[src/rtl/intr_ctrl.sv]
// rtl/intr_ctrl.sv - interrupt source controller: sticky status, enable mask, registered IRQ vector (optional FORCE register under INTR_CTRL_FORCE_EN)
module intr_ctrl #(
    parameter int N_IRQ  = 64,
    parameter int ADDR_W = 3
) (
    input  logic              clk,
    input  logic              rst_n,
    input  logic [63:0]       evt,
    input  logic              wr_en,
    input  logic [ADDR_W-1:0] wr_addr,
    input  logic [63:0]       wr_data,
    input  logic              rd_en,
    input  logic [ADDR_W-1:0] rd_addr,
    output logic [63:0]       rd_data,
    output logic              rd_valid,
    output logic [63:0]       IRQ,
    output logic              irq_any
);

    // Sources at or above N_IRQ are tied off everywhere through this mask.
    localparam logic [63:0] VALID_MASK = {64{1'b1}} >> (64 - N_IRQ);

    localparam logic [31:0] A_STATUS  = 32'd0;
    localparam logic [31:0] A_ENABLE  = 32'd1;
    localparam logic [31:0] A_MODE    = 32'd2;
    localparam logic [31:0] A_PENDING = 32'd3;
    localparam logic [31:0] A_FORCE   = 32'd4;

    logic [63:0] status_q, status_d;
    logic [63:0] enable_q, enable_d;
    logic [63:0] mode_q, mode_d;
    logic [63:0] evt_q, evt_d;
    logic [63:0] irq_q, irq_d;
    logic [63:0] rd_data_q, rd_data_d;
    logic        irq_any_q, irq_any_d;
    logic        rd_valid_q, rd_valid_d;

    logic [31:0] wa;
    logic [31:0] ra;
    logic [63:0] force_vec;
    logic [63:0] set_vec;
    logic [63:0] clr_vec;

    assign wa = 32'(wr_addr);
    assign ra = 32'(rd_addr);

`ifdef INTR_CTRL_FORCE_EN
    // FORCE writes set STATUS bits through the same path as events.
    assign force_vec = (wr_en && (wa == A_FORCE)) ? wr_data : 64'd0;
`else
    assign force_vec = 64'd0;
`endif

    // Set sources: rising edge or level per MODE bit, plus FORCE; clear is W1C on STATUS.
    always_comb begin
        set_vec = ((mode_q & evt) | (~mode_q & evt & ~evt_q) | force_vec) & VALID_MASK;
        clr_vec = (wr_en && (wa == A_STATUS)) ? wr_data : 64'd0;
    end

    // Next-state for register file, IRQ pipeline and read port; reads see pre-write values.
    always_comb begin
        status_d   = ((status_q & ~clr_vec) | set_vec) & VALID_MASK;
        enable_d   = enable_q;
        mode_d     = mode_q;
        evt_d      = evt & VALID_MASK;
        irq_d      = status_q & enable_q;
        irq_any_d  = |irq_d;
        rd_data_d  = rd_data_q;
        rd_valid_d = rd_en;

        if (wr_en && (wa == A_ENABLE)) enable_d = wr_data & VALID_MASK;
        if (wr_en && (wa == A_MODE))   mode_d   = wr_data & VALID_MASK;

        if (rd_en) begin
            case (ra)
                A_STATUS:  rd_data_d = status_q;
                A_ENABLE:  rd_data_d = enable_q;
                A_MODE:    rd_data_d = mode_q;
                A_PENDING: rd_data_d = status_q & enable_q;
                default:   rd_data_d = 64'd0;
            endcase
        end
    end

    // State registers with asynchronous clear so IRQ drops as soon as reset asserts.
    always_ff @(posedge clk or negedge rst_n) begin
        if (!rst_n) begin
            status_q   <= 64'd0;
            enable_q   <= 64'd0;
            mode_q     <= 64'd0;
            evt_q      <= 64'd0;
            irq_q      <= 64'd0;
            irq_any_q  <= 1'b0;
            rd_data_q  <= 64'd0;
            rd_valid_q <= 1'b0;
        end else begin
            status_q   <= status_d;
            enable_q   <= enable_d;
            mode_q     <= mode_d;
            evt_q      <= evt_d;
            irq_q      <= irq_d;
            irq_any_q  <= irq_any_d;
            rd_data_q  <= rd_data_d;
            rd_valid_q <= rd_valid_d;
        end
    end

    assign IRQ      = irq_q;
    assign irq_any  = irq_any_q;
    assign rd_data  = rd_data_q;
    assign rd_valid = rd_valid_q;

endmodule
[config.mk]
export PLATFORM = sky130hd
export DESIGN_NAME = intr_ctrl
export DESIGN_NICKNAME = d
export VERILOG_FILES = /design/src/rtl/intr_ctrl.sv
export SDC_FILE = /design/constraint.sdc
export NUM_CORES = 1
export LEC_CHECK = 0
export BUFFER_PORTS_ARGS = -buffer_cell sky130_fd_sc_hd__clkbuf_2
export CAP_MARGIN = 20
export CORE_MARGIN = 2
export CORE_UTILIZATION = 50
export DETAILED_ROUTE_END_ITERATION = 10
export PLACE_DENSITY_LB_ADDON = 0.08
export SYNTH_ARGS = -nofsm -noshare
export SYNTH_HDL_FRONTEND = slang
export SYNTH_SLANG_ARGS = --single-unit
[constraint.sdc]
create_clock -name clk -period 1.39 [get_ports clk]
set_input_delay 0.278 -clock clk [delete_from_list [all_inputs] [get_ports clk]]
set_output_delay 0.278 -clock clk [all_outputs]
set_load 0.02 [all_outputs]
==> results of run 1 <==
[synth_stat cells (all sizes together)]
master / count / area [um^2]
dfrtp: 386 / 9660
mux2: 128 / 1440
nand2b: 128 / 801
inv: 65 / 244
a22o: 64 / 562
and2: 64 / 422
nand2: 64 / 240
nor2: 64 / 240
a31oi: 63 / 394
mux2i: 63 / 631
o22ai: 63 / 394
buf: 33 / 161
clkbuf: 30 / 113
or4: 12 / 90.1
a22oi: 8 / 60.1
nand4: 3 / 18.8
nor4: 3 / 18.8
nor4bb: 2 / 20.0
a21oi: 1 / 5.00
nor4b: 1 / 8.76
o2111ai: 1 / 8.76
o21ai: 1 / 5.00
or3b: 1 / 8.76
xor2: 1 / 8.76
[state kept, by name, summed over array words and instances (netlist names)]
signal	cells
status_q	64
evt_q	64
irq_any	1
mode_q	64
rd_data	64
enable_q	64
IRQ	64
rd_valid	1
[power by group through the flow]
stage	clock network [uW]	registers [uW]	logic (uW)
after floorplan	0	14600	2270
after detailed placement	0	14000	5850
after global routing	11300	14100	6790
after global placement	0	14000	5740
final	10600	13900	6260
after CTS	10800	13800	6170
[worst reg2reg max path: cells and delay by family (launching register included)]
| kind | cells | cell delay, ns |
|---|---|---|
| flip-flops | 1 | 0.38 |
| buffers and inverters | 1 | 0.17 |
| AND/OR/NAND/NOR | 4 | 1.07 |
[cell families after synthesis]
family,after synthesis,share of synthesized area
simple gates,342,0.120
xor+xnor,1,0.000563
buf+inv,128,0.0333
mux,191,0.133
flops,386,0.621
compound gates,201,0.0919
[worst paths after layout]
path | startpoint | to | slack, ns | cells past startpoint
max | enable_q[13] | irq_any | -0.36 | 5
min | wr_data[60] | mode_q[60] | 0.01 | 2
max reg2reg | enable_q[13] | irq_any | -0.36 | 5
min reg2reg | enable_q[37] | IRQ[37] | 0.50 | 1
max in group asynchronous | rst_n | evt_q[32] | 0.53 | 4
min in group asynchronous | rst_n | IRQ[61] | 0.22 | 2
[stage by stage]
step	total power [uW]	TNS, ns	instances
after floorplan	16900	-0.131	1249
after global placement	19700	-33.95	2012
after detailed placement	19900	-36.16	2012
after CTS	30800	-0.381	2172
after global routing	32200	-0.463	2174
final	30700	-0.363	2175
[timing repair]
item,CTS,global route
hold buffers,87,0
setup buffers,2,2
pin swaps,7,4
endpoints found under the setup margin,4,28
hold endpoints to repair,395,0
resized for setup,14,68
[per-layer routing]
metal  wire length, um  part of all wire  global-route usage  up-vias
li1                  -                 -                   -     5359
met1             19000              0.46               0.373     5681
met2             19000              0.46               0.398      321
met3              2580             0.062              0.0534       60
met4               863             0.021              0.0613        0
met5                 0                 0                   0        -
[layout make-up]
cell class	instances	area [um^2]	share of cell area
multi-input combinational	735	5490	0.258
clock inverter	9	77.6	0.00365
antenna	1	2.50	0.000118
sequential	386	9660	0.454
inverter	65	244	0.0115
timing repair buffer	521	4070	0.191
tap	396	495	0.0233
clock buffer	62	1230	0.0577
==> impl_results.md, run 1 <==
* Die width at 180 um
* Synth Register Bits at 386
* Final Setup Violations at 1
* Cell Area, Synth at 0.0156 mm^2
* Startpoint Class: flip-flop
* Final ANT Viol Nets at 0
* Largest net degree at the start of global routing at 56
* P per Cell Area at 1440 mW/mm^2
* Clk sink count at 386
* Drt drc at 0
* Max Fclk at 570 MHz
* I/O Pins at 268
* Reg clk slew, reported paths at 0.06 ns
* Number of max-cap violations at 0
* Syn_area_per_cell at 12.5 um^2
* Post-layout minimum cycle time at 1.75 ns
* Sequential share of power at 0.452
* Net Sw Frac at 0.276
* Clock tree buffer depth at 3
* Outcome: finished, violations left
* Netlist cell types at 29
* Vias in the first global route at 12000
* DRT Pass-1 Iters at 5
* Final Slew Violations at 0
* DRT iter0 DRCs at 639
* CP arrival at 2.14 ns
* Gate power share at 0.204
* Worst path buffer plus inverter count at 1
* HP Class: input pin to flip-flop
* Row count at 64
* Initial Utilization at 0.509
* CP peak stage delay at 0.55 ns
* Most frequent cells in the layout: dfrtp_1 (386), clkbuf_2 (236), buf_4 (133)
* WHS at 0.0117 ns
* CP required at 1.78 ns
* Die footprint at 0.0325 mm^2
* Routed WL at 41.4 mm
* RSZ-0062 raised after global routing: yes
* Hpwl dp at 28.6 mm
* Area growth syn-to-layout at 36.7%
* Core area at 0.0306 mm^2
* Leakage power at 0.00990 uW
* Vias per std cell at 5.25
* Final instance area at 0.0213 mm^2
* Net Switching at 8470 uW
* Peak VDD IR at 1.16 mV
* Number of fill cells at 2281
* Syn_nets at 1387
* H-tree level count at 2
* CTS tree: done
* Most common cell after layout, fill and taps aside: dfrtp_1
* CP Class: flip-flop to flip-flop
* Cell family with most CP delay: simple AND/OR/NAND/NOR gates
* Cells after Synth at 1249
* Violated checks: negative setup slack
* GRT Total Usage at 0.256
* Root buffer cell: clkbuf_16
* Initial antenna violation count at 1
* Detailed-route via count at 11400
* Int Pwr at 22300 uW
* Yosys Warn Count at 0
* Seq/Total Area, Yosys at 0.621
* Setup crit end kind: flip-flop
* Max_slew headroom at 0.740
* Clock Power Share at 0.345
* Crit Path Max Fanout at 2
* # nets final at 1888
* Wire length per cell at 19.0 um
* Clk_skew at 0.0141 ns
* Die H at 180 um
* Worst slack, placed at -0.488 ns
* Final hold vios at 0
* Fin util at 0.695
* First-pass GRT wire length at 66.2 mm
* Layout cells sized above 1 at 0.299
* Placer congestion estimate at 0.777
* Setup WS post-layout at -0.363 ns
* GRT overflow at 0
* Worst Tran Pin Value at 0.390 ns
* Buffers on Ports at 267
* CTS buffer count at 41
* Final period utilization at 1.26
* Clock Latency Late Sink at 0.53 ns
* CP max-delay cell: or4_4
* CP Cell Sequence: and2_4 -> or4_4 -> nor4_4 -> buf_4 -> nand4_1
* DP Area at 0.0189 mm^2
No activity file was read; power rests on OpenSTA's default activity.
==> run 2: changes to the inputs <==
SETUP_SLACK_MARGIN = 0.3   (was unset)
==> run 2 against run 1 <==
Highest routed layer unchanged. Flip-flop and latch count is the same. Critical endpoint unchanged. Design area increased by 9.9%. Combinational power rose by 31%. Non-clock buffer count rose by 35. Largest cell class unchanged. The run still ends with negative setup slack left. Cell count grew 2.0%. Worst setup slack gained 0.024 ns. Critical path type unchanged. Clock skew rose by 0.00096 ns. Die area unchanged. Core utilization rose by 6.9 points. Clock-buffer cell count increased by 1. Clock power grew 7%.
==> impl_results.md, run 2 (same netlist as run 1, synthesis figures left out) <==
* Most common cell after layout, fill and taps aside: dfrtp_1
* Detailed-route via count at 12000 (+5.4%)
* Setup crit end kind: flip-flop
* Die footprint at 0.0325 mm^2 (unchanged)
* Number of fill cells at 1843 (-19%)
* Initial antenna violation count at 5 (+4)
* CP arrival at 2.12 ns (-0.02 ns)
* Buffers on Ports at 267 (unchanged)
* Peak VDD IR at 1.02 mV (-12%)
* CP Cell Sequence: and2_4 -> or4_4 -> nor4_4 -> buf_4 -> nand4_1
* Routed WL at 46.1 mm (+11%)
* Final ANT Viol Nets at 0 (unchanged)
* First-pass GRT wire length at 70.5 mm (+6.5%)
* Worst R2R Path Depth at 5 (unchanged)
* CP Class: flip-flop to flip-flop
* Vias in the first global route at 12800 (+6.1%)
* CP max-delay cell: or4_4
* CP peak stage delay at 0.54 ns (about the same)
* Placer congestion estimate at 0.796 (+2.5%)
* GRT overflow at 0 (unchanged)
* Worst slack, placed at -0.444 ns (+0.0446 ns)
* Layout cells sized above 1 at 0.394 (+0.0952)
* Wire length per cell at 20.8 um (+9.2%)
* CTS buffer count at 42 (+2.4%)
* Leakage power at 0.0109 uW (+10%)
* Post-layout minimum cycle time at 1.73 ns (-0.0240 ns)
* Area growth syn-to-layout at 50.2%
* Row count at 64 (unchanged)
* Core area at 0.0306 mm^2 (unchanged)
* Clock tree buffer depth at 3 (unchanged)
* Clk sink count at 386 (unchanged)
* DRT Pass-1 Iters at 7 (+2)
* Max_slew headroom at 0.718 (-0.0226)
* Number of max-cap violations at 0 (unchanged)
* Crit Path Max Fanout at 2 (unchanged)
* Worst path buffer plus inverter count at 1 (unchanged)
* Reg clk slew, reported paths at 0.06 ns (about the same)
* CP required at 1.78 ns (about the same)
* H-tree level count at 2 (unchanged)
* CTS tree: done
* Clk_skew at 0.0151 ns (+0.000959 ns)
* Top Layer Used: met4
* DRT iter0 DRCs at 537 (-16%)
* Crit path from: enable_q[18]
* Most frequent cells in the layout: dfrtp_1 (385), buf_4 (134), clkbuf_2 (130)
* Final period utilization at 1.24 (-0.0173)
* Max Fclk at 578 MHz (+1.4%)
* Initial Utilization at 0.509 (unchanged)
* I/O Pins at 268 (unchanged)
* Vias per std cell at 5.43 (+3.3%)
* Hpwl dp at 29.4 mm (+2.6%)
* Metal-1 WL at 18.9 mm (-0.49%)
* Reg-to-reg startpoint: enable_q[18]
* Cell family with most CP delay: simple AND/OR/NAND/NOR gates
* GRT Total Usage at 0.274 (+0.0175)
* Final Setup Violations at 3 (+2)
* Critical path depth at 5 (unchanged)
* Violated checks: negative setup slack
* Die width at 180 um (unchanged)
* Startpoint Class: flip-flop
* Worst setup path endpoint: irq_any
* HP Class: input pin to flip-flop
* RSZ-0062 raised after global routing: yes
* Setup WS post-layout at -0.339 ns (+0.0240 ns)
* Outcome: finished, violations left
* Crit Reg-Reg Endpoint: irq_any
* Routed wl met2 at 23.0 mm (+21%)
* Clock Latency Late Sink at 0.53 ns (about the same)
* P per Cell Area at 1440 mW/mm^2 (-0.61%)
* DP Area at 0.0195 mm^2 (+3.1%)
* Met3 wire length at 3.00 mm (+16%)
* Drt drc at 0 (unchanged)
* Final instance area at 0.0234 mm^2 (+9.9%)
* Final hold vios at 0 (unchanged)
* R2R Setup Slk at -0.34 ns (+0.02 ns)
* Root buffer cell: clkbuf_16
* Final Slew Violations at 0 (unchanged)
* Worst Tran Pin Value at 0.424 ns (+0.0339 ns)
* Die H at 180 um (unchanged)
* # nets final at 1924 (+1.9%)
* Largest net degree at the start of global routing at 67 (+20%)
run 2: changes by cell type in the layout (fill, tap and decap cells not counted), moves of 4 or more:
cell,previous run,this run
dlygate4sd3_1,87,65
mux2_1,120,1
diode_2,1,5
buf_2,7,0
clkbuf_8,8,112
clkbuf_16,43,47
mux2_2,8,1
and2_4,10,6
buf_8,2,21
clkbuf_2,236,130
mux2_4,0,126
buf_6,19,61
run 2: per-layer routing:
layer / vias up / GRT usage
met2: 370 / 0.458
met1: 6152 / 0.360
met3: 81 / 0.0584
li1: 5439 / -
met4: 0 / 0.0835
met5: - / 0
run 2: layout make-up:
type	count	area, um^2	share of cell area
Antenna cell	5	12.5	0.000536
Tap cell	396	495	0.0212
Multi-Input combinational cell	735	5980	0.256
Inverter	65	244	0.0104
Timing Repair Buffer	556	5570	0.238
Sequential cell	386	9660	0.414
Clock buffer	63	1250	0.0537
Clock inverter	13	143	0.00611
run 2: power breakdown:
| part | leakage (uW) | internal [uW] | switching, uW |
|---|---|---|---|
| logic | 0.00572 | 4800 | 3430 |
| clock network | 0.000690 | 6780 | 4470 |
| registers | 0.00450 | 12900 | 1150 |
run 2: worst min-delay path by stage:
stage | cells past startpoint | from | end | slack (ns)
3_5_place_dp | 1 | rst_n | rd_data[48] | 0.14
2_1_floorplan | 0 | rst_n | IRQ[0] | -0.02
3_3_place_gp | 1 | rst_n | mode_q[48] | 0.15
4_1_cts | 2 | wr_data[57] | mode_q[57] | 0.001
6_report | 2 | wr_data[2] | enable_q[2] | 0.01
5_1_grt | 2 | wr_data[37] | mode_q[37] | 0.006
run 2: metrics by stage:
stage	std cells	total power, uW	setup TNS [ns]	util	hold WS, ns
finish	2219	33500	-0.368	0.764	0.0133
floorplan	1249	17700	-0.136	-	-0.0176
global route	2217	34900	-0.615	0.763	0.00576
global placement	2027	20500	-35.36	0.636	0.146
detailed placement	2027	20700	-37.08	0.636	0.143
CTS	2184	33200	-0.398	0.747	0.00147
run 2: what timing repair did:
| action | 4_1_cts | 5_1_grt |
|---|---|---|
| gates cloned | 1 | 1 |
| hold buffers | 65 | 0 |
| resized for setup | 273 | 92 |
| buffers inserted | 15 | 29 |
| pin swaps | 1 | 9 |
| setup endpoints to repair | 161 | 222 |
| endpoints found under the hold margin | 337 | 0 |
==> run 3: changes to the inputs <==
--- a/config.mk
+++ b/config.mk
@@ -13,4 +13,5 @@
 export PLACE_DENSITY_LB_ADDON = 0.08
 export SETUP_SLACK_MARGIN = 0.3
+export SKIP_CTS_REPAIR_TIMING = 1
 export SYNTH_ARGS = -nofsm -noshare
 export SYNTH_HDL_FRONTEND = slang
==> constraint.sdc (replaced) <==
create_clock -name clk -period 1.39 [get_ports clk]
set_input_delay 0.0695 -clock clk [delete_from_list [all_inputs] [get_ports clk]]
set_output_delay 0.0695 -clock clk [all_outputs]
set_load 0.02 [all_outputs]
==> run 3 against run 2 <==
The run still ends with negative setup slack left. Design area decreased by 0.18%. Worst hold slack gained 0.0024 ns. Maximum frequency decreased by 2.6%. Die area unchanged. Non-clock buffer count rose by 46. Clock-buffer cell count up 2. Largest cell class unchanged. Highest routed layer unchanged.
==> impl_results.md, run 3 (same netlist as run 1, synthesis figures left out) <==
* Final instance area at 0.0233 mm^2 (-0.18%)
* Max_slew headroom at 0.666 (-0.0518)
* Root buffer cell: clkbuf_16
* # nets final at 1969 (+2.3%)
* Final period utilization at 1.28 (+0.0326)
* RSZ-0062 raised after global routing: yes
* Largest net degree at the start of global routing at 51 (-24%)
* Wire length per cell at 20.0 um (-3.6%)
* Hpwl dp at 28.7 mm (-2.2%)
* GRT met2 Usage at 0.389 (-0.0689)
* Setup WS post-layout at -0.384 ns (-0.0454 ns)
* Buffers on Ports at 267 (unchanged)
* Most frequent cells in the layout: dfrtp_1 (384), buf_6 (177), clkbuf_2 (133)
* Clock Latency Late Sink at 0.53 ns (about the same)
* Core area at 0.0306 mm^2 (unchanged)
* Worst path buffer plus inverter count at 1 (unchanged)
* Placer congestion estimate at 0.803 (+0.85%)
* Peak VDD IR at 1.01 mV (-1.4%)
* GRT Total Usage at 0.255 (-0.0190)
* Reg clk slew, reported paths at 0.06 ns (about the same)
* CP peak stage delay at 0.55 ns (about the same)
* Drt drc at 0 (unchanged)
* CP Class: flip-flop to flip-flop
* R2R Setup Slk at -0.38 ns (-0.05 ns)
* Vias in the first global route at 11600 (-8.8%)
* Final Slew Violations at 0 (unchanged)
* Met1 Usage GRT at 0.372 (+0.0119)
* CP Cell Sequence: and2_1 -> or4_4 -> nor4_4 -> buf_4 -> nand4_1
* Violated checks: negative setup slack
* Die width at 180 um (unchanged)
* DRT iter0 DRCs at 626 (+17%)
* Detailed-route via count at 12100 (+0.86%)
* P per Cell Area at 1420 mW/mm^2 (-0.93%)
* Vias per std cell at 5.38 (-0.88%)
* CP required at 1.79 ns (about the same)
* Row count at 64 (unchanged)
* Initial antenna violation count at 2 (-3)
* Outcome: finished, violations left
* Startpoint Class: flip-flop
* CTS tree: done
* Most common cell after layout, fill and taps aside: dfrtp_1
* DRT Pass-1 Iters at 5 (-2)
* Setup crit end kind: flip-flop
* Leakage power at 0.0109 uW (-0.54%)
* Final ANT Viol Nets at 0 (unchanged)
* GRT overflow at 0 (unchanged)
* Clock tree buffer depth at 3 (unchanged)
* Non-filler instance count after layout at 2258 (+1.8%)
* M3 GR Usage at 0.0546 (-0.00384)
* H-tree level count at 2 (unchanged)
* I/O Pins at 268 (unchanged)
* Inst Count DP at 2012 (-0.74%)
* Post-layout minimum cycle time at 1.77 ns (+0.0454 ns)
* Setup TNS at -0.384 ns (-0.0161 ns)
* HP Class: input pin to flip-flop
* Clk_skew at 0.0199 ns (+0.00485 ns)
* Worst slack, placed at -0.487 ns (-0.0436 ns)
* Max Fclk at 564 MHz (-2.6%)
* Cell family with most CP delay: simple AND/OR/NAND/NOR gates
* Layout cells sized above 1 at 0.373 (-0.0218)
* CTS buffer count at 41 (-2.4%)
* Initial Utilization at 0.509 (unchanged)
* Worst Tran Pin Value at 0.501 ns (+0.0777 ns)
* Crit Path Max Fanout at 2 (unchanged)
* Power Total at 33200 uW (-1.1%)
* First-pass GRT wire length at 65.4 mm (-7.2%)
* Area growth syn-to-layout at 49.9%
* Routed WL at 45.3 mm (-1.9%)
* Die H at 180 um (unchanged)
* Number of max-cap violations at 0 (unchanged)
* CP max-delay cell: or4_4
* DP Area at 0.0192 mm^2 (-1.2%)
* Grt peak-use layer: met2
* Die footprint at 0.0325 mm^2 (unchanged)
* Clk sink count at 386 (unchanged)
* Final Setup Violations at 1 (-2)
* Final hold vios at 0 (unchanged)
* CP arrival at 2.17 ns (+0.05 ns)
run 3: changes by cell type in the layout (fill, tap and decap cells not counted), moves of 4 or more:
cell and change:
mux2_4 -13, buf_6 +116, clkbuf_8 -99, buf_8 -20, buf_4 -7, buf_12 -5
dlygate4sd3_1 +67, mux2_2 +7, clkbuf_16 -4, mux2_1 +6, clkinv_2 -5
run 3: per-layer routing:
| layer | wire [um] | share of wire | up-vias |
|---|---|---|---|
| li1 | - | - | 5521 |
| met1 | 20000 | 0.44 | 6170 |
| met2 | 21900 | 0.48 | 381 |
| met3 | 2360 | 0.052 | 74 |
| met4 | 916 | 0.020 | 0 |
| met5 | 0 | 0 | - |
run 3: power breakdown:
part	switching [uW]	internal [uW]	total (uW)
combinational	3380	4590	7980
sequential	1210	12900	14100
clock	4370	6710	11100
total	8960	24200	33200
run 3: cell type report:
type	count	area, um^2
inverter	65	244
sequential	386	9660
timing repair buffer	602	5570
antenna	2	5.00
fill	1933	7270
tap	396	495
multi-input combinational	735	5960
clock inverter	7	88.8
clock buffer	65	1290
run 3: stage by stage:
step / hold WS, ns / util
floorplan: -0.226 / -
finish: 0.0157 / 0.762
global route: 0.0541 / 0.762
global placement: 0.00189 / 0.628
CTS: -0.551 / 0.673
detailed placement: -0.00224 / 0.628
run 3: worst register-to-register path: cells and delay by family, from the launching register on:
kind	cells	cell delay, ns
buffers and inverters	1	0.16
AND/OR/NAND/NOR	4	1.11
flip-flops	1	0.37
run 3: final timing paths:
kind / startpoint / endpoint / depth (start not counted)
worst max-delay path: enable_q[51] / irq_any / 5
worst min-delay path: rd_addr[1] / rd_data[2] / 4
worst max register to register: enable_q[51] / irq_any / 5
worst min register to register: enable_q[39] / IRQ[39] / 1
max in group asynchronous: rst_n / evt_q[58] / 3
min in group asynchronous: rst_n / evt_q[61] / 2
